==> src/rtl/alu_share_arb_if.sv <==
// One ALU client channel: valid/ready request carrying RV32I ALU controls plus a
// registered valid/ready result. The requester uses master and the arbiter uses slave.
interface alu_share_arb_if #(parameter int WIDTH = 32);
  logic             req_valid;
  logic             req_ready;
  logic [WIDTH-1:0] op1;
  logic [WIDTH-1:0] op2;
  logic [2:0]       func3;
  logic             instr30;
  logic [1:0]       alu_op;
  logic             op2_sel;
  logic             rsp_valid;
  logic             rsp_ready;
  logic [WIDTH-1:0] rsp_data;

  modport master (
    output req_valid, op1, op2, func3, instr30, alu_op, op2_sel, rsp_ready,
    input  req_ready, rsp_valid, rsp_data
  );

  modport slave (
    input  req_valid, op1, op2, func3, instr30, alu_op, op2_sel, rsp_ready,
    output req_ready, rsp_valid, rsp_data
  );
endinterface

==> src/rtl/alu_share_arb.sv <==
// Time-shares one RV32I ALU between the core execute port (C) and the WOS filter port (F).
// Build option ALU_ARB_RR_EN: round-robin on conflict; otherwise C-priority with F starvation guard.
module alu_share_slot #(
  parameter int WIDTH = 32
) (
  input  logic             clk,
  input  logic             rst,
  input  logic             req_valid,
  input  logic             gnt,
  input  logic             rsp_ready,
  input  logic [WIDTH-1:0] result,
  output logic             elig,
  output logic             rsp_valid,
  output logic [WIDTH-1:0] rsp_data
);
  // A full slot may still accept when it drains on the same edge.
  assign elig = req_valid && (!rsp_valid || rsp_ready) && !rst;

  always_ff @(posedge clk) begin
    if (rst) begin
      rsp_valid <= 1'b0;
      rsp_data  <= '0;
    end else if (gnt) begin
      rsp_valid <= 1'b1;
      rsp_data  <= result;
    end else if (rsp_ready) begin
      rsp_valid <= 1'b0;
    end
  end
endmodule

module alu_share_arb #(
  parameter int WIDTH      = 32,
  parameter int STARVE_MAX = 4
) (
  input  logic             clk,
  input  logic             rst,
  alu_share_arb_if.slave   c_port,
  alu_share_arb_if.slave   f_port,
  output logic [WIDTH-1:0] alu_op1,
  output logic [WIDTH-1:0] alu_op2,
  output logic [2:0]       alu_func3,
  output logic             alu_instr30,
  output logic [1:0]       alu_alu_op,
  output logic             alu_op2_sel,
  input  logic [WIDTH-1:0] alu_result
);
  localparam int NPORT = 2;  // index 0 = C, 1 = F

  typedef struct packed {
    logic [WIDTH-1:0] op1;
    logic [WIDTH-1:0] op2;
    logic [2:0]       func3;
    logic             instr30;
    logic [1:0]       alu_op;
    logic             op2_sel;
  } alu_req_t;

  if (STARVE_MAX < 1 || STARVE_MAX > 15) begin : g_bad_starve
    $error("alu_share_arb: STARVE_MAX must be 1..15");
  end

  alu_req_t [NPORT-1:0]             req;
  alu_req_t                         alu_sel;
  logic [NPORT-1:0]                 req_valid, rsp_ready, rsp_valid, elig, gnt;
  logic [NPORT-1:0][WIDTH-1:0]      rsp_data;
  logic                             conflict, f_wins;

  assign req[0] = {c_port.op1, c_port.op2, c_port.func3, c_port.instr30,
                   c_port.alu_op, c_port.op2_sel};
  assign req[1] = {f_port.op1, f_port.op2, f_port.func3, f_port.instr30,
                   f_port.alu_op, f_port.op2_sel};
  assign req_valid = {f_port.req_valid, c_port.req_valid};
  assign rsp_ready = {f_port.rsp_ready, c_port.rsp_ready};

  for (genvar i = 0; i < NPORT; i++) begin : g_slot
    alu_share_slot #(.WIDTH(WIDTH)) u_slot (
      .clk       (clk),
      .rst       (rst),
      .req_valid (req_valid[i]),
      .gnt       (gnt[i]),
      .rsp_ready (rsp_ready[i]),
      .result    (alu_result),
      .elig      (elig[i]),
      .rsp_valid (rsp_valid[i]),
      .rsp_data  (rsp_data[i])
    );
  end

  assign conflict = &elig;

`ifdef ALU_ARB_RR_EN
  logic ptr;  // 0 prefers C, 1 prefers F

  assign f_wins = ptr;

  always_ff @(posedge clk) begin
    if (rst)       ptr <= 1'b0;
    else if (|gnt) ptr <= gnt[0];
  end
`else
  logic [3:0] starve;

  assign f_wins = (starve == 4'(STARVE_MAX));

  always_ff @(posedge clk) begin
    if (rst)           starve <= '0;
    else if (gnt[1])   starve <= '0;
    else if (conflict) starve <= starve + 4'd1;
  end
`endif

  always_comb begin
    gnt = elig;
    if (conflict) gnt = f_wins ? 2'b10 : 2'b01;
  end

  always_comb begin
    alu_sel = '0;
    if (gnt[0])      alu_sel = req[0];
    else if (gnt[1]) alu_sel = req[1];
  end

  assign alu_op1     = alu_sel.op1;
  assign alu_op2     = alu_sel.op2;
  assign alu_func3   = alu_sel.func3;
  assign alu_instr30 = alu_sel.instr30;
  assign alu_alu_op  = alu_sel.alu_op;
  assign alu_op2_sel = alu_sel.op2_sel;

  assign c_port.req_ready = gnt[0];
  assign f_port.req_ready = gnt[1];
  assign c_port.rsp_valid = rsp_valid[0];
  assign f_port.rsp_valid = rsp_valid[1];
  assign c_port.rsp_data  = rsp_data[0];
  assign f_port.rsp_data  = rsp_data[1];
endmodule

==> src/flat_wrapper.sv <==
// flat-port wrapper written by rule: the top's interface ports become plain ports
module alu_share_arb_flat 
#(
  parameter int WIDTH      = 32,
  parameter int STARVE_MAX = 4
)
  (clk, rst, alu_op1, alu_op2, alu_func3, alu_instr30, alu_alu_op, alu_op2_sel, alu_result, c_port_req_valid, c_port_op1, c_port_op2, c_port_func3, c_port_instr30, c_port_alu_op, c_port_op2_sel, c_port_rsp_ready, c_port_req_ready, c_port_rsp_valid, c_port_rsp_data, f_port_req_valid, f_port_op1, f_port_op2, f_port_func3, f_port_instr30, f_port_alu_op, f_port_op2_sel, f_port_rsp_ready, f_port_req_ready, f_port_rsp_valid, f_port_rsp_data);
  alu_share_arb_if #(.WIDTH(WIDTH)) c_port_i ();
  alu_share_arb_if #(.WIDTH(WIDTH)) f_port_i ();
  input  logic clk;
  input  logic rst;
  output logic [WIDTH-1:0] alu_op1;
  output logic [WIDTH-1:0] alu_op2;
  output logic [2:0] alu_func3;
  output logic alu_instr30;
  output logic [1:0] alu_alu_op;
  output logic alu_op2_sel;
  input  logic [WIDTH-1:0] alu_result;
  input wire logic [$bits(c_port_i.req_valid)-1:0] c_port_req_valid;
  input wire logic [$bits(c_port_i.op1)-1:0] c_port_op1;
  input wire logic [$bits(c_port_i.op2)-1:0] c_port_op2;
  input wire logic [$bits(c_port_i.func3)-1:0] c_port_func3;
  input wire logic [$bits(c_port_i.instr30)-1:0] c_port_instr30;
  input wire logic [$bits(c_port_i.alu_op)-1:0] c_port_alu_op;
  input wire logic [$bits(c_port_i.op2_sel)-1:0] c_port_op2_sel;
  input wire logic [$bits(c_port_i.rsp_ready)-1:0] c_port_rsp_ready;
  output wire logic [$bits(c_port_i.req_ready)-1:0] c_port_req_ready;
  output wire logic [$bits(c_port_i.rsp_valid)-1:0] c_port_rsp_valid;
  output wire logic [$bits(c_port_i.rsp_data)-1:0] c_port_rsp_data;
  input wire logic [$bits(f_port_i.req_valid)-1:0] f_port_req_valid;
  input wire logic [$bits(f_port_i.op1)-1:0] f_port_op1;
  input wire logic [$bits(f_port_i.op2)-1:0] f_port_op2;
  input wire logic [$bits(f_port_i.func3)-1:0] f_port_func3;
  input wire logic [$bits(f_port_i.instr30)-1:0] f_port_instr30;
  input wire logic [$bits(f_port_i.alu_op)-1:0] f_port_alu_op;
  input wire logic [$bits(f_port_i.op2_sel)-1:0] f_port_op2_sel;
  input wire logic [$bits(f_port_i.rsp_ready)-1:0] f_port_rsp_ready;
  output wire logic [$bits(f_port_i.req_ready)-1:0] f_port_req_ready;
  output wire logic [$bits(f_port_i.rsp_valid)-1:0] f_port_rsp_valid;
  output wire logic [$bits(f_port_i.rsp_data)-1:0] f_port_rsp_data;
  assign c_port_i.req_valid = c_port_req_valid;
  assign c_port_i.op1 = c_port_op1;
  assign c_port_i.op2 = c_port_op2;
  assign c_port_i.func3 = c_port_func3;
  assign c_port_i.instr30 = c_port_instr30;
  assign c_port_i.alu_op = c_port_alu_op;
  assign c_port_i.op2_sel = c_port_op2_sel;
  assign c_port_i.rsp_ready = c_port_rsp_ready;
  assign c_port_req_ready = c_port_i.req_ready;
  assign c_port_rsp_valid = c_port_i.rsp_valid;
  assign c_port_rsp_data = c_port_i.rsp_data;
  assign f_port_i.req_valid = f_port_req_valid;
  assign f_port_i.op1 = f_port_op1;
  assign f_port_i.op2 = f_port_op2;
  assign f_port_i.func3 = f_port_func3;
  assign f_port_i.instr30 = f_port_instr30;
  assign f_port_i.alu_op = f_port_alu_op;
  assign f_port_i.op2_sel = f_port_op2_sel;
  assign f_port_i.rsp_ready = f_port_rsp_ready;
  assign f_port_req_ready = f_port_i.req_ready;
  assign f_port_rsp_valid = f_port_i.rsp_valid;
  assign f_port_rsp_data = f_port_i.rsp_data;
  alu_share_arb #(.WIDTH(WIDTH), .STARVE_MAX(STARVE_MAX)) u_core (.clk(clk), .rst(rst), .c_port(c_port_i), .f_port(f_port_i), .alu_op1(alu_op1), .alu_op2(alu_op2), .alu_func3(alu_func3), .alu_instr30(alu_instr30), .alu_alu_op(alu_alu_op), .alu_op2_sel(alu_op2_sel), .alu_result(alu_result));
endmodule
==> config.mk <==
export PLATFORM = sky130hd
export DESIGN_NAME = alu_share_arb_flat
export DESIGN_NICKNAME = d
export VERILOG_FILES = /design/src/rtl/alu_share_arb_if.sv /design/src/rtl/alu_share_arb.sv /design/src/flat_wrapper.sv
export SDC_FILE = /design/constraint.sdc
export NUM_CORES = 1
export LEC_CHECK = 0
export ABC_AREA = 1
export BUFFER_PORTS_ARGS = -buffer_cell sky130_fd_sc_hd__buf_2
export CAP_MARGIN = 40
export CORE_AREA = 2 2 122 124
export DETAILED_ROUTE_END_ITERATION = 10
export DIE_AREA = 0 0 124 126
export GPL_TIMING_DRIVEN = 1
export PLACE_DENSITY = 0.72
export SYNTH_ARGS = -nofsm -noshare
export SYNTH_HDL_FRONTEND = slang
export SYNTH_SLANG_ARGS = --single-unit
==> constraint.sdc <==
create_clock -name clk -period 1.65 [get_ports clk]
set_input_delay 0.0825 -clock clk [delete_from_list [all_inputs] [get_ports clk]]
set_output_delay 0.0825 -clock clk [all_outputs]
set_load 0.01 [all_outputs]
**Word-level counts from Yosys, hierarchy flattened**

Index checks and enable logic that the tools add are counted.
Widths: inputs -> output; s select.

- Add/subtract/negate cells: 1
- Eq/ne operators: 1
- Multiplexer cells: 8
- Reductions and logical operators: 13

Operators by type and width:

| kind | number |
|---|---|
| $mux 71 | 2 |
| $add 4x1->4 const B | 1 |
| $eq 4x3->1 const B | 1 |
| $logic_and 1x1->1 | 4 |
| $mux 1 | 4 |
| $mux 2 | 2 |
| $reduce_bool 2->1 | 2 |
| $logic_not 1->1 | 3 |
| $logic_or 1x1->1 | 2 |
| $reduce_and 2->1 | 1 |
| $reduce_or 2->1 | 1 |

- Bits in registers: 70
- Input bits: 180
- Output and inout port bits: 139
- Logic and storage cells: 28

**Longest topological paths before layout**

Gate-level depths: netlist of run 1.

- Depth after elaboration: 8
- Mapped depth: 10
- Gate-level depth less buffers: 9

**Hierarchy**

A second synthesis of run 1 with hierarchy kept.

- Cells, all modules: 563
- Area, all modules: 3,564.7 um^2

By module, submodules not included:

| module | times used | cells each | area an instance (um^2) |
|---|---|---|---|
| alu_share_slot | 2 | 145 | 1,144.8 |
| alu_share_arb | 1 | 273 | 1,275.0 |

**Worst setup path before layout of run 1**

OpenSTA, ideal clock, no wires.

- Path kind: register to output
- Start: reg u_core.starve[0]
- End: out alu_op1[22]
- Data arrival time: 1.347 ns
- Required time: 1.567 ns
- Setup slack: 0.220 ns
- Cell stages (with the launch flop): 11
- Path buffers: 1
- Path through: dfxtp_1 -> inv_1 -> ha_1 -> nand3_1 -> inv_1 -> nand2_1 -> nand2_1 -> inv_2 -> buf_2 -> nand2_1 -> nand2_1

- Elaborated cells on any way between the ends: 5
- Classes of those cells: 1 x eq/ne; 4 x mux

RTL lines:

| element | line | text |
|---|---|---|
| start: declaration | alu_share_arb.sv:102 | `logic [3:0] starve;` |
| start signal: assignment | alu_share_arb.sv:109 | `else if (conflict) starve <= starve + 4'd1;` |
| $eq 4x3->1 | alu_share_arb.sv:104 | `assign f_wins = (starve == 4'(STARVE_MAX));` |
| $mux 2 (2 in a row) | alu_share_arb.sv:115 | `if (conflict) gnt = f_wins ? 2'b10 : 2'b01;` |
| net c_port_req_ready | flat_wrapper.sv:27 | `output wire logic [$bits(c_port_i.req_ready)-1:0] c_port_req_ready;` |
| $mux 71 | alu_share_arb.sv:120 | `if (gnt[0]) alu_sel = req[0];` |
| end: declaration | flat_wrapper.sv:12 | `output logic [WIDTH-1:0] alu_op1;` |

The timed path passes the listed nets, and every way through them passes these cells.

**Worst setup path in the final report of run 1**

- Start: reg u_core.starve[0]
- End: out alu_op2[10]

- Cells in the longest elaborated chain, start to end: 5

Ends and longest elaborated chain:

| element | line | text |
|---|---|---|
| $eq 4x3->1 * | alu_share_arb.sv:104 |  |
| $mux 2 * (2 in a row) | alu_share_arb.sv:115 |  |
| $mux 71 | alu_share_arb.sv:121 | `else if (gnt[1]) alu_sel = req[1];` |
| $mux 71 * | alu_share_arb.sv:120 |  |
| end: declaration | flat_wrapper.sv:13 | `output logic [WIDTH-1:0] alu_op2;` |

Mark *: on every way between the ends. The rest lies on a longest branch, timed or not.

==> flow_summary.json, run 1 <==
{
  "status": "complete, but fails checks",
  "failed_checks": "setup timing",
  "worst-path-buf-inv": 5,
  "worstPathRequired_ns": 1.57,
  "drt-wirelength-per-cell_um": 15.14,
  "synthArstFlopShare_pct": 0,
  "avgSynthCellArea_um2": 5.857,
  "ff2ff_path_depth": 10,
  "fp-row-count": 44,
  "pre_cts_ws_ns": 0.06746,
  "clk_latency_ns": 0.33,
  "drv_slew": 0,
  "crit_path_end_kind": "output port",
  "syn_to_final_growth_pct": 73.60,
  "crit_type": "register to output port",
  "holdCritStartpoint": "f_port_rsp_ready",
  "critPathLaunchType": "register",
  "syn_area_um2": 3948,
  "rsz0062_at_grt": "yes",
  "via_per_inst": 4.529,
  "yosysTopAreaCell": "dfxtp_1",
  "core_um2": 14310,
  "cts_tree": "done",
  "fin_ws_ns": -0.2208,
  "ys_types": 16,
  "grt.busiest_layer": "met2",
  "firstDrtPassIters": 6,
  "synth.area.top_cells": "dfxtp_1, nand2_1, a21oi_1",
  "syn-instance-count": 674,
  "syn_nets": 856,
  "slew_headroom_pct": 56.25,
  "clock_skew_ns": 0.005991,
  "place.port_buffers": 318,
  "finalSetupViolCount": 72,
  "ys_warn_count": 0,
  "holdPathEnd": "u_core.g_slot[1].u_slot.rsp_valid",
  "wirelength_um": 17900,
  "r2r-end": "u_core.g_slot[1].u_slot.rsp_data[27]",
  "critPathTopFamily": "buffers and inverters",
  "hold_depth": 4,
  "ys_seq_elements": 70,
  "r2r_slack_ns": 0.12,
  "grt_overflow": 0,
  "worstMarginPinSlew_ns": 0.6563,
  "max_freq_mhz": 534.5,
  "crit_chain": "inv_2, ha_4, nand3_4, inv_2, nand2_2, nand2_4, inv_8, buf_4, nand2_1, nand2_1, buf_2",
  "clk_path_buf_depth": 2,
  "finalNonFillerCells": 1182,
  "final_cell_mix": "buf_2, nand2_1, a21oi_1",
  "vias": 5353,
  "grt_antenna_before_repair": 2,
  "use_met3_pct": 9.284,
  "slowest_stage": "dfxtp_2",
  "final_antenna_net_count": 0,
  "ys.flop_type": "dfxtp_1",
  "yosys.area.top_type_share_pct": 35.50,
  "min_period_over_period_pct": 113.4,
  "cts_buffers": 9,
  "drive_gt1_share_pct": 44.78,
  "grt_pass1_wl_um": 25360,
  "grt_pass1_vias": 4921,
  "floorplan.initialDensity_pct": 27.58,
  "hold_viol": 0,
  "met2_usage_pct": 36.62,
  "die_h_um": 126,
  "dieArea_um2": 15620,
  "placed_cell_area_um2": 5690,
  "cts_root_buf": "clkbuf_16",
  "p_per_area_nw_per_um2": 740.2,
  "nNetsFinal": 1173,
  "clock-sinks": 70,
  "gp_congestion": 0.8637,
  "irDropWorstVdd_mv": 0.3505,
  "layout_commonest_cell": "buf_2",
  "whs_ns": 0.07345,
  "dieWidth_um": 124,
  "use_met1_pct": 23.58,
  "drc": 0,
  "cp.arrival_ns": 1.79,
  "htreeDepth": 3,
  "fin_setup_tns_ns": -9.668,
  "cap_violations": 0,
  "leakagePower_nw": 3.994,
  "grt.total_usage_pct": 21.05,
  "critical_path_depth": 11,
  "hold_path.class": "input pin to register",
  "slowest_delay_ns": 0.33,
  "clk_pin_slew_ns": 0.06,
  "drtIter0Drc": 297,
  "r2r_start": "u_core.starve[0]",
  "dp_hpwl_um": 12440,
  "final_area_um2": 6853,
  "synth-seq-area-share_pct": 35.50,
  "ios": 319,
  "dp_cells": 1144,
  "layout_min_cycle_time_ns": 1.871,
  "grt_max_degree": 65,
  "synth_edf_count": 0,
  "crit_fanout": 7
}
-- worst reg2reg max path: cells and delay by family, from the launching register on --
family | cells | cell delay (ns)
buffers and inverters | 4 | 0.54
AND/OR/NAND/NOR | 5 | 0.44
flip-flops | 1 | 0.32
adder cells (fa/ha/maj) | 1 | 0.14
-- state kept, by name, indices dropped and copies added, names as in the netlist --
| signal | flops |
|---|---|
| u_core.g_slot.u_slot.rsp_data | 64 |
| u_core.starve | 4 |
| u_core.g_slot.u_slot.rsp_valid | 2 |
-- layout make-up --
class                      instances  area, µm²
inverter                          45      188.9
clock buffer                      13      260.3
multi-input combinational        510       2454
fill                            1489       7461
antenna                            2      5.005
tap                              184      230.2
clock inverter                     3      18.77
sequential                        70       1404
timing repair buffer             355       2292
-- what timing repair did --
action,in CTS,in global routing
hold endpoints to repair,2,0
gates resized for setup,87,76
pin swaps,9,11
endpoints found under the setup margin,73,92
hold buffers,1,0
buffers inserted,9,6
gates cloned,8,4
-- power by group --
part           total (W)  internal [W]  switching (W)  leakage [nW]
sequential       0.00186       0.00180      0.0000567         0.577
combinational    0.00142      0.000651       0.000764          3.28
clock            0.00180       0.00110       0.000702         0.140
total            0.00507       0.00355        0.00152          3.99
-- metrics by stage --
| stage | util [%] | total power, W |
|---|---|---|
| final | 47.88 | 0.005073 |
| after global routing | 47.86 | 0.005348 |
| after CTS | 46.22 | 0.005079 |
| after detailed placement | 39.76 | 0.003054 |
| after global placement | 39.76 | 0.003045 |
| after floorplan | - | 0.002485 |
-- per-layer routing --
layer | routed length (µm) | vias up
met1 | 6723 | 2373
li1 | - | 2728
met3 | 2074 | 15
met5 | 0 | -
met2 | 8907 | 237
met4 | 195 | 0
-- how the worst max path moves through the flow --
stage,startpoint,endpoint
6_report,u_core.starve[0],alu_op2[10]
5_1_grt,u_core.starve[0],alu_op2[26]
4_1_cts,u_core.starve[0],alu_op2[13]
3_5_place_dp,u_core.starve[0],alu_op1[3]
3_3_place_gp,u_core.starve[0],alu_op1[3]
2_1_floorplan,u_core.starve[0],alu_op1[22]
-- cells in the mapped netlist, types with 2 or more instances --
master and n:
buf_6 4, buf_4 2, clkbuf_1 7, inv_1 42
buf_2 34, nand2_1 298, dfxtp_1 70, buf_1 2
inv_2 3, nand3_1 67, a21oi_1 70, nor2_1 70
ha_1 2
-- kinds of logic after synthesis --
logic type | count (synthesis) | synth area share, %
AOI/OAI and AO/OA | 70 | 8.875
xor gates and xnor gates | 1 | 0.2219
adders and majority gates | 2 | 0.6338
buffers and inverters | 94 | 10.97
DFF | 70 | 35.50
and+or+nand+nor | 437 | 43.80
Note: power is estimated with default switching activity, not from simulation.
==> inputs of run 2 (changes only) <==
--- a/config.mk
+++ b/config.mk
@@ -6,13 +6,14 @@
 export NUM_CORES = 1
 export LEC_CHECK = 0
 export ABC_AREA = 1
-export BUFFER_PORTS_ARGS = -buffer_cell sky130_fd_sc_hd__buf_2
 export CAP_MARGIN = 40
 export CORE_AREA = 2 2 122 124
+export CTS_BUF_LIST = sky130_fd_sc_hd__clkbuf_16
 export DETAILED_ROUTE_END_ITERATION = 10
 export DIE_AREA = 0 0 124 126
+export DONT_BUFFER_PORTS = 1
 export GPL_TIMING_DRIVEN = 1
-export PLACE_DENSITY = 0.72
+export PLACE_DENSITY = 0.53
 export SYNTH_ARGS = -nofsm -noshare
 export SYNTH_HDL_FRONTEND = slang
 export SYNTH_SLANG_ARGS = --single-unit
==> run 2 against run 1 <==
The flow still finishes with violations (setup timing). Core utilization decreased by 4.9 points. Maximum frequency increased by 5.0%. Count of clock-buffer cells in the layout decreased by 4. Final area decreased by 10%. Register-to-register slack about the same. Combinational power decreased by 20%. Hold slack got worse by 0.068 ns.
==> flow_summary.json, run 2 (synthesis gave the netlist of run 1 again) <==
{
  "top_layer_used": "met4",
  "cts_buffers": 9,
  "floorplan.initialDensity_pct": 27.58,
  "cap_violations": 0,
  "intPower_w": 0.003437,
  "nNetsFinal": 892,
  "post-route-util_pct": 42.96,
  "finalNonFillerCells": 899,
  "crit_path_end_kind": "output port",
  "fin_ws_ns": -0.1325,
  "dp_hpwl_um": 13170,
  "critPathMostFrequentCell": "nand2_4",
  "p_per_area_nw_per_um2": 805.4,
  "min_period_over_period_pct": 108.0,
  "crit_fanout": 8,
  "layout_min_cycle_time_ns": 1.782,
  "fill_cells": 1447,
  "rsz0062_at_grt": "yes",
  "dieArea_um2": 15620,
  "clk_path_buf_depth": 2,
  "die_h_um": 126,
  "grt_max_degree": 66,
  "place.port_buffers": 0,
  "regMostFlops": "u_core.g_slot.u_slot.rsp_data",
  "slowest_stage": "dfxtp_2",
  "max_freq_mhz": 561.0,
  "hold_path.class": "input pin to register",
  "slew_headroom_pct": 53.52,
  "failed_checks": "setup timing",
  "gp_congestion": 0.8930,
  "wl_met3_um": 1493,
  "core_um2": 14310,
  "seqCellArea_um2": 1404,
  "layout_commonest_cell": "nand2_1",
  "fp-row-count": 44,
  "ios": 319,
  "drc": 0,
  "met2_length_um": 9896,
  "worstMarginPinSlew_ns": 0.6973,
  "status": "complete, but fails checks",
  "power_switching_w": 0.001515,
  "r2r_slack_ns": 0.11,
  "hold_depth": 4,
  "grt_overflow": 0,
  "hold_viol": 0,
  "ff2ff_path_depth": 10,
  "final_antenna_net_count": 0,
  "dp_cells": 839,
  "dieWidth_um": 124,
  "clk_latency_ns": 0.33,
  "htreeDepth": 3,
  "largest_reg_flops": 64,
  "crit_chain": "inv_2, ha_4, nand3_4, nand3_4, nand2_4, inv_8, buf_12, buf_12, nand2_4, nand2_4",
  "slowest_delay_ns": 0.33,
  "drt-wirelength-per-cell_um": 21.10,
  "clock-sinks": 70,
  "antenna_cells": 0,
  "grt_antenna_before_repair": 0,
  "drtIter0Drc": 242,
  "leakagePower_nw": 2.962,
  "clock_skew_ns": 0.006897,
  "via_per_inst": 4.942,
  "holdPathEnd": "u_core.g_slot[1].u_slot.rsp_data[31]",
  "syn_to_final_growth_pct": 55.78,
  "grt_pass1_vias": 4271,
  "wl_met1_um": 7290,
  "crit_type": "register to output port",
  "drv_slew": 0,
  "drive_gt1_share_pct": 33.57,
  "cts_tree": "done",
  "largestRegisters": "u_core.g_slot.u_slot.rsp_data (64), u_core.starve (4), u_core.g_slot.u_slot.rsp_valid (2)",
  "r2r-end": "u_core.g_slot[0].u_slot.rsp_data[10]",
  "final_cell_mix": "nand2_1, nand2_2, nand2_4",
  "comb_power_share_pct": 23.1,
  "worstPathRequired_ns": 1.57,
  "seq_power_share_pct": 39.1,
  "fin_setup_tns_ns": -6.176,
  "wirelength_um": 18970,
  "p_clk_share_pct": 37.9,
  "grt.total_usage_pct": 23.54,
  "finalSetupViolCount": 72,
  "multi_input_area_um2": 3000,
  "clk_pin_slew_ns": 0.06,
  "critPathLaunchType": "register",
  "cts_root_buf": "clkbuf_16",
  "grt_pass1_wl_um": 27010,
  "pre_cts_ws_ns": 0.05090,
  "vias": 4443,
  "holdCritStartpoint": "alu_result[31]",
  "p_sw_share_pct": 30.60,
  "firstDrtPassIters": 4,
  "irDropWorstVdd_mv": 0.3572,
  "cp.arrival_ns": 1.70,
  "r2r_start": "u_core.starve[0]"
}
[run 2: layer usage]
| metal | track usage, % | up-vias |
|---|---|---|
| met5 | 0 | - |
| met4 | 6.015 | 0 |
| met3 | 6.341 | 19 |
| met2 | 43.02 | 188 |
| met1 | 26.71 | 2068 |
| li1 | - | 2168 |
[run 2: repair_timing]
action                                  4_1_cts  5_1_grt
hold buffers                                 21        0
pin swaps                                    64       18
gates resized for setup                     255       26
cloned                                        9        2
endpoints found under the hold margin        29        0
setup buffers                                13        2
endpoints found under the setup margin       72      104
[run 2: critical path: cells and delay by family (launching register included)]
| kind | cells | cell delay (ns) |
|---|---|---|
| fa+ha+maj | 1 | 0.13 |
| simple gates | 5 | 0.39 |
| flops | 1 | 0.33 |
| buf+inv | 4 | 0.51 |
[run 2: cell type report]
| type | instances | share of cell area [%] |
|---|---|---|
| multi-input combinational | 510 | 48.79 |
| sequential | 70 | 22.83 |
| timing repair buffer | 74 | 17.03 |
| tap | 184 | 3.744 |
| clock buffer | 9 | 3.662 |
| inverter | 45 | 2.991 |
| clock inverter | 7 | 0.9563 |
[run 2: worst max path at each step]
stage	start	end	slack (ns)	cells past startpoint
final	u_core.starve[0]	alu_op2[3]	-0.13	10
after floorplan	u_core.starve[0]	alu_op1[22]	0.22	10
after global placement	u_core.starve[0]	alu_op2_sel	0.01	10
after CTS	u_core.starve[1]	alu_op2[27]	-0.09	10
after detailed placement	u_core.starve[0]	alu_op2_sel	0.05	10
after global routing	u_core.starve[0]	alu_op2_sel	-0.19	11
[run 2: power groups by stage]
stage / combinational [W] / sequential [W] / clock, W
after detailed placement: 0.000757 / 0.00197 / 0
after CTS: 0.00110 / 0.00194 / 0.00191
after floorplan: 0.000543 / 0.00194 / 0
final: 0.00114 / 0.00194 / 0.00187
after global routing: 0.00124 / 0.00195 / 0.00196
after global placement: 0.000755 / 0.00197 / 0
[run 2: metrics by stage]
| stage | total power [W] | cell area [µm²] | hold slack, ns |
|---|---|---|---|
| after CTS | 0.004946 | 5998 | 0.0005988 |
| final | 0.004953 | 6150 | 0.005111 |
| after floorplan | 0.002485 | 3948 | 0.1516 |
| after global placement | 0.002728 | 4297 | 0.1548 |
| after global routing | 0.005158 | 6150 | 0.01437 |
| after detailed placement | 0.002732 | 4297 | 0.1555 |
==> inputs of run 3 (changes only) <==
--- a/config.mk
+++ b/config.mk
@@ -6,14 +6,14 @@
 export NUM_CORES = 1
 export LEC_CHECK = 0
 export ABC_AREA = 1
-export CAP_MARGIN = 40
-export CORE_AREA = 2 2 122 124
-export CTS_BUF_LIST = sky130_fd_sc_hd__clkbuf_16
+export CORE_AREA = 2 2 124 126
+export CTS_BUF_LIST = sky130_fd_sc_hd__clkbuf_8
 export DETAILED_ROUTE_END_ITERATION = 10
-export DIE_AREA = 0 0 124 126
+export DIE_AREA = 0 0 126 128
 export DONT_BUFFER_PORTS = 1
 export GPL_TIMING_DRIVEN = 1
-export PLACE_DENSITY = 0.53
+export PLACE_DENSITY = 0.52
 export SYNTH_ARGS = -nofsm -noshare
 export SYNTH_HDL_FRONTEND = slang
 export SYNTH_SLANG_ARGS = --single-unit
+export TNS_END_PERCENT = 100
==> run 3 against run 2 <==
Combinational power is 6% lower. Cell count is 0.67% higher. Count of clock-buffer cells in the layout is 2 higher. Global-route usage is 3.3 points lower. Clock skew is 0.0044 ns higher. Register-to-register slack worse by 0.12 ns. Critical path depth is 2 lower. Clock power is 3% higher. The flow still finishes with violations (setup timing). First-iteration DRC count is 24% higher. Routed wire length is 5.3% lower. Sequential power hardly changed. Hold slack better by 0.0012 ns.
==> flow_summary.json, run 3 (synthesis gave the netlist of run 1 again) <==
{
  "status": "complete, but fails checks",
  "failed_checks": "setup timing",
  "use_met3_pct": 6.386,
  "place.port_buffers": 0,
  "dp_hpwl_um": 11810,
  "dieArea_um2": 16130,
  "final_area_um2": 5946,
  "clk_pin_slew_ns": 0.08,
  "grt.total_usage_pct": 20.23,
  "layout_commonest_cell": "nand2_1",
  "clock-sinks": 70,
  "rsz0062_at_grt": "yes",
  "r2r_start": "u_core.starve[0]",
  "max_freq_mhz": 560.6,
  "drv_slew": 0,
  "worstMarginPinSlew_ns": 0.6941,
  "grt_pass1_vias": 3985,
  "die_h_um": 128,
  "floorplan.initialDensity_pct": 26.56,
  "cp.arrival_ns": 1.70,
  "ios": 319,
  "use_met1_pct": 24.97,
  "hold_path.class": "input pin to register",
  "multi_input_area_um2": 2870,
  "finalSetupViolCount": 71,
  "layout_min_cycle_time_ns": 1.784,
  "clk_latency_ns": 0.34,
  "vias": 4466,
  "clk_path_buf_depth": 2,
  "dieWidth_um": 126,
  "crit_type": "register to output port",
  "fill_cells": 1584,
  "htreeDepth": 3,
  "critPathLaunchType": "register",
  "cts_root_buf": "clkbuf_8",
  "fp-row-count": 45,
  "fin_ws_ns": -0.1339,
  "holdCritStartpoint": "rst",
  "drtIter0Drc": 300,
  "grt_overflow": 0,
  "cts_buffers": 9,
  "crit_fanout": 8,
  "largest_reg_flops": 64,
  "p_per_area_nw_per_um2": 827.8,
  "final_cell_mix": "nand2_1, nand2_2, a21oi_1",
  "largestRegisters": "u_core.g_slot.u_slot.rsp_data (64), u_core.starve (4), u_core.g_slot.u_slot.rsp_valid (2)",
  "drt-wirelength-per-cell_um": 19.85,
  "leakagePower_nw": 2.851,
  "crit_start": "u_core.g_slot[0].u_slot.rsp_valid",
  "gp_congestion": 0.9678,
  "regMostFlops": "u_core.g_slot.u_slot.rsp_data",
  "firstDrtPassIters": 4,
  "met2_usage_pct": 33.90,
  "whs_ns": 0.006293,
  "worstPathRequired_ns": 1.57,
  "grt_pass1_wl_um": 25030,
  "placed_cell_area_um2": 4129,
  "drc": 0,
  "slew_headroom_pct": 53.73,
  "min_period_over_period_pct": 108.1,
  "cap_violations": 0,
  "seqCellArea_um2": 1404,
  "crit_path_end_kind": "output port",
  "hold_viol": 0,
  "via_per_inst": 4.935,
  "grt_max_degree": 66,
  "syn_to_final_growth_pct": 50.62,
  "grt.busiest_layer": "met2",
  "cts_tree": "done",
  "drive_gt1_share_pct": 30.17,
  "wirelength_um": 17970,
  "final_antenna_net_count": 0,
  "grt_antenna_before_repair": 0,
  "core_um2": 14860,
  "irDropWorstVdd_mv": 0.3254,
  "clock_skew_ns": 0.01128,
  "fin_setup_tns_ns": -5.801,
  "nNetsFinal": 893
}
==> run 3: power by group <==
group | leakage [nW] | switching, W | internal, W
logic | 2.13 | 0.000621 | 0.000445
clock network | 0.140 | 0.000680 | 0.00124
registers | 0.577 | 0.000134 | 0.00180
total | 2.85 | 0.00143 | 0.00349
==> run 3: routing by layer <==
metal  wire length [µm]  share of wire, %
met1               6927                39
met2               9041                50
met3               1553               8.6
met4                445               2.5
met5                  0                 0
==> run 3: final cells by class <==
class	instances	share of cell area, %
antenna	1	0.04209
tap	188	3.956
sequential	70	23.61
multi-input combinational	510	48.27
clock buffer	11	2.546
timing repair buffer	75	16.31
clock inverter	5	2.168
inverter	45	3.093
==> run 3: path summary, 6_finish.rpt <==
kind | endpoint | slack (ns) | cells past startpoint
min reg2reg | u_core.starve[3] | 0.49 | 2
max reg2reg | u_core.g_slot[0].u_slot.rsp_valid | -0.01 | 9
max | alu_op1[23] | -0.13 | 8
min | u_core.starve[0] | 0.006 | 3
==> run 3: stage by stage <==
stage               utilization [%]  worst slack (ns)  power, W  std cells
finish                        40.00           -0.1339  0.004922        905
floorplan                         -            0.2203  0.002485        674
CTS                           36.99           -0.1209  0.004897        898
global route                  39.98           -0.2111  0.005164        904
detailed placement            27.78        -0.0005471  0.002667        830
global placement              27.78           0.01494  0.002664        830
==> run 3: what timing repair did <==
item / 4_1_cts / 5_1_grt
endpoints found under the setup margin: 73 / 71
resized for setup: 150 / 94
gates cloned: 10 / 3
hold buffers: 32 / 2
pin swaps: 18 / 28
endpoints found under the hold margin: 63 / 1
setup buffers: 10 / 3
==> run 3: worst max-delay path: stages, from the launching register on <==
cell and delay (ns):
dfxtp_1 0.41, nand2_1 0.18, nand3_4 0.13, nand2_4 0.07, inv_8 0.10, buf_12 0.14
buf_16 0.15, nand2_1 0.08, nand2_2 0.09
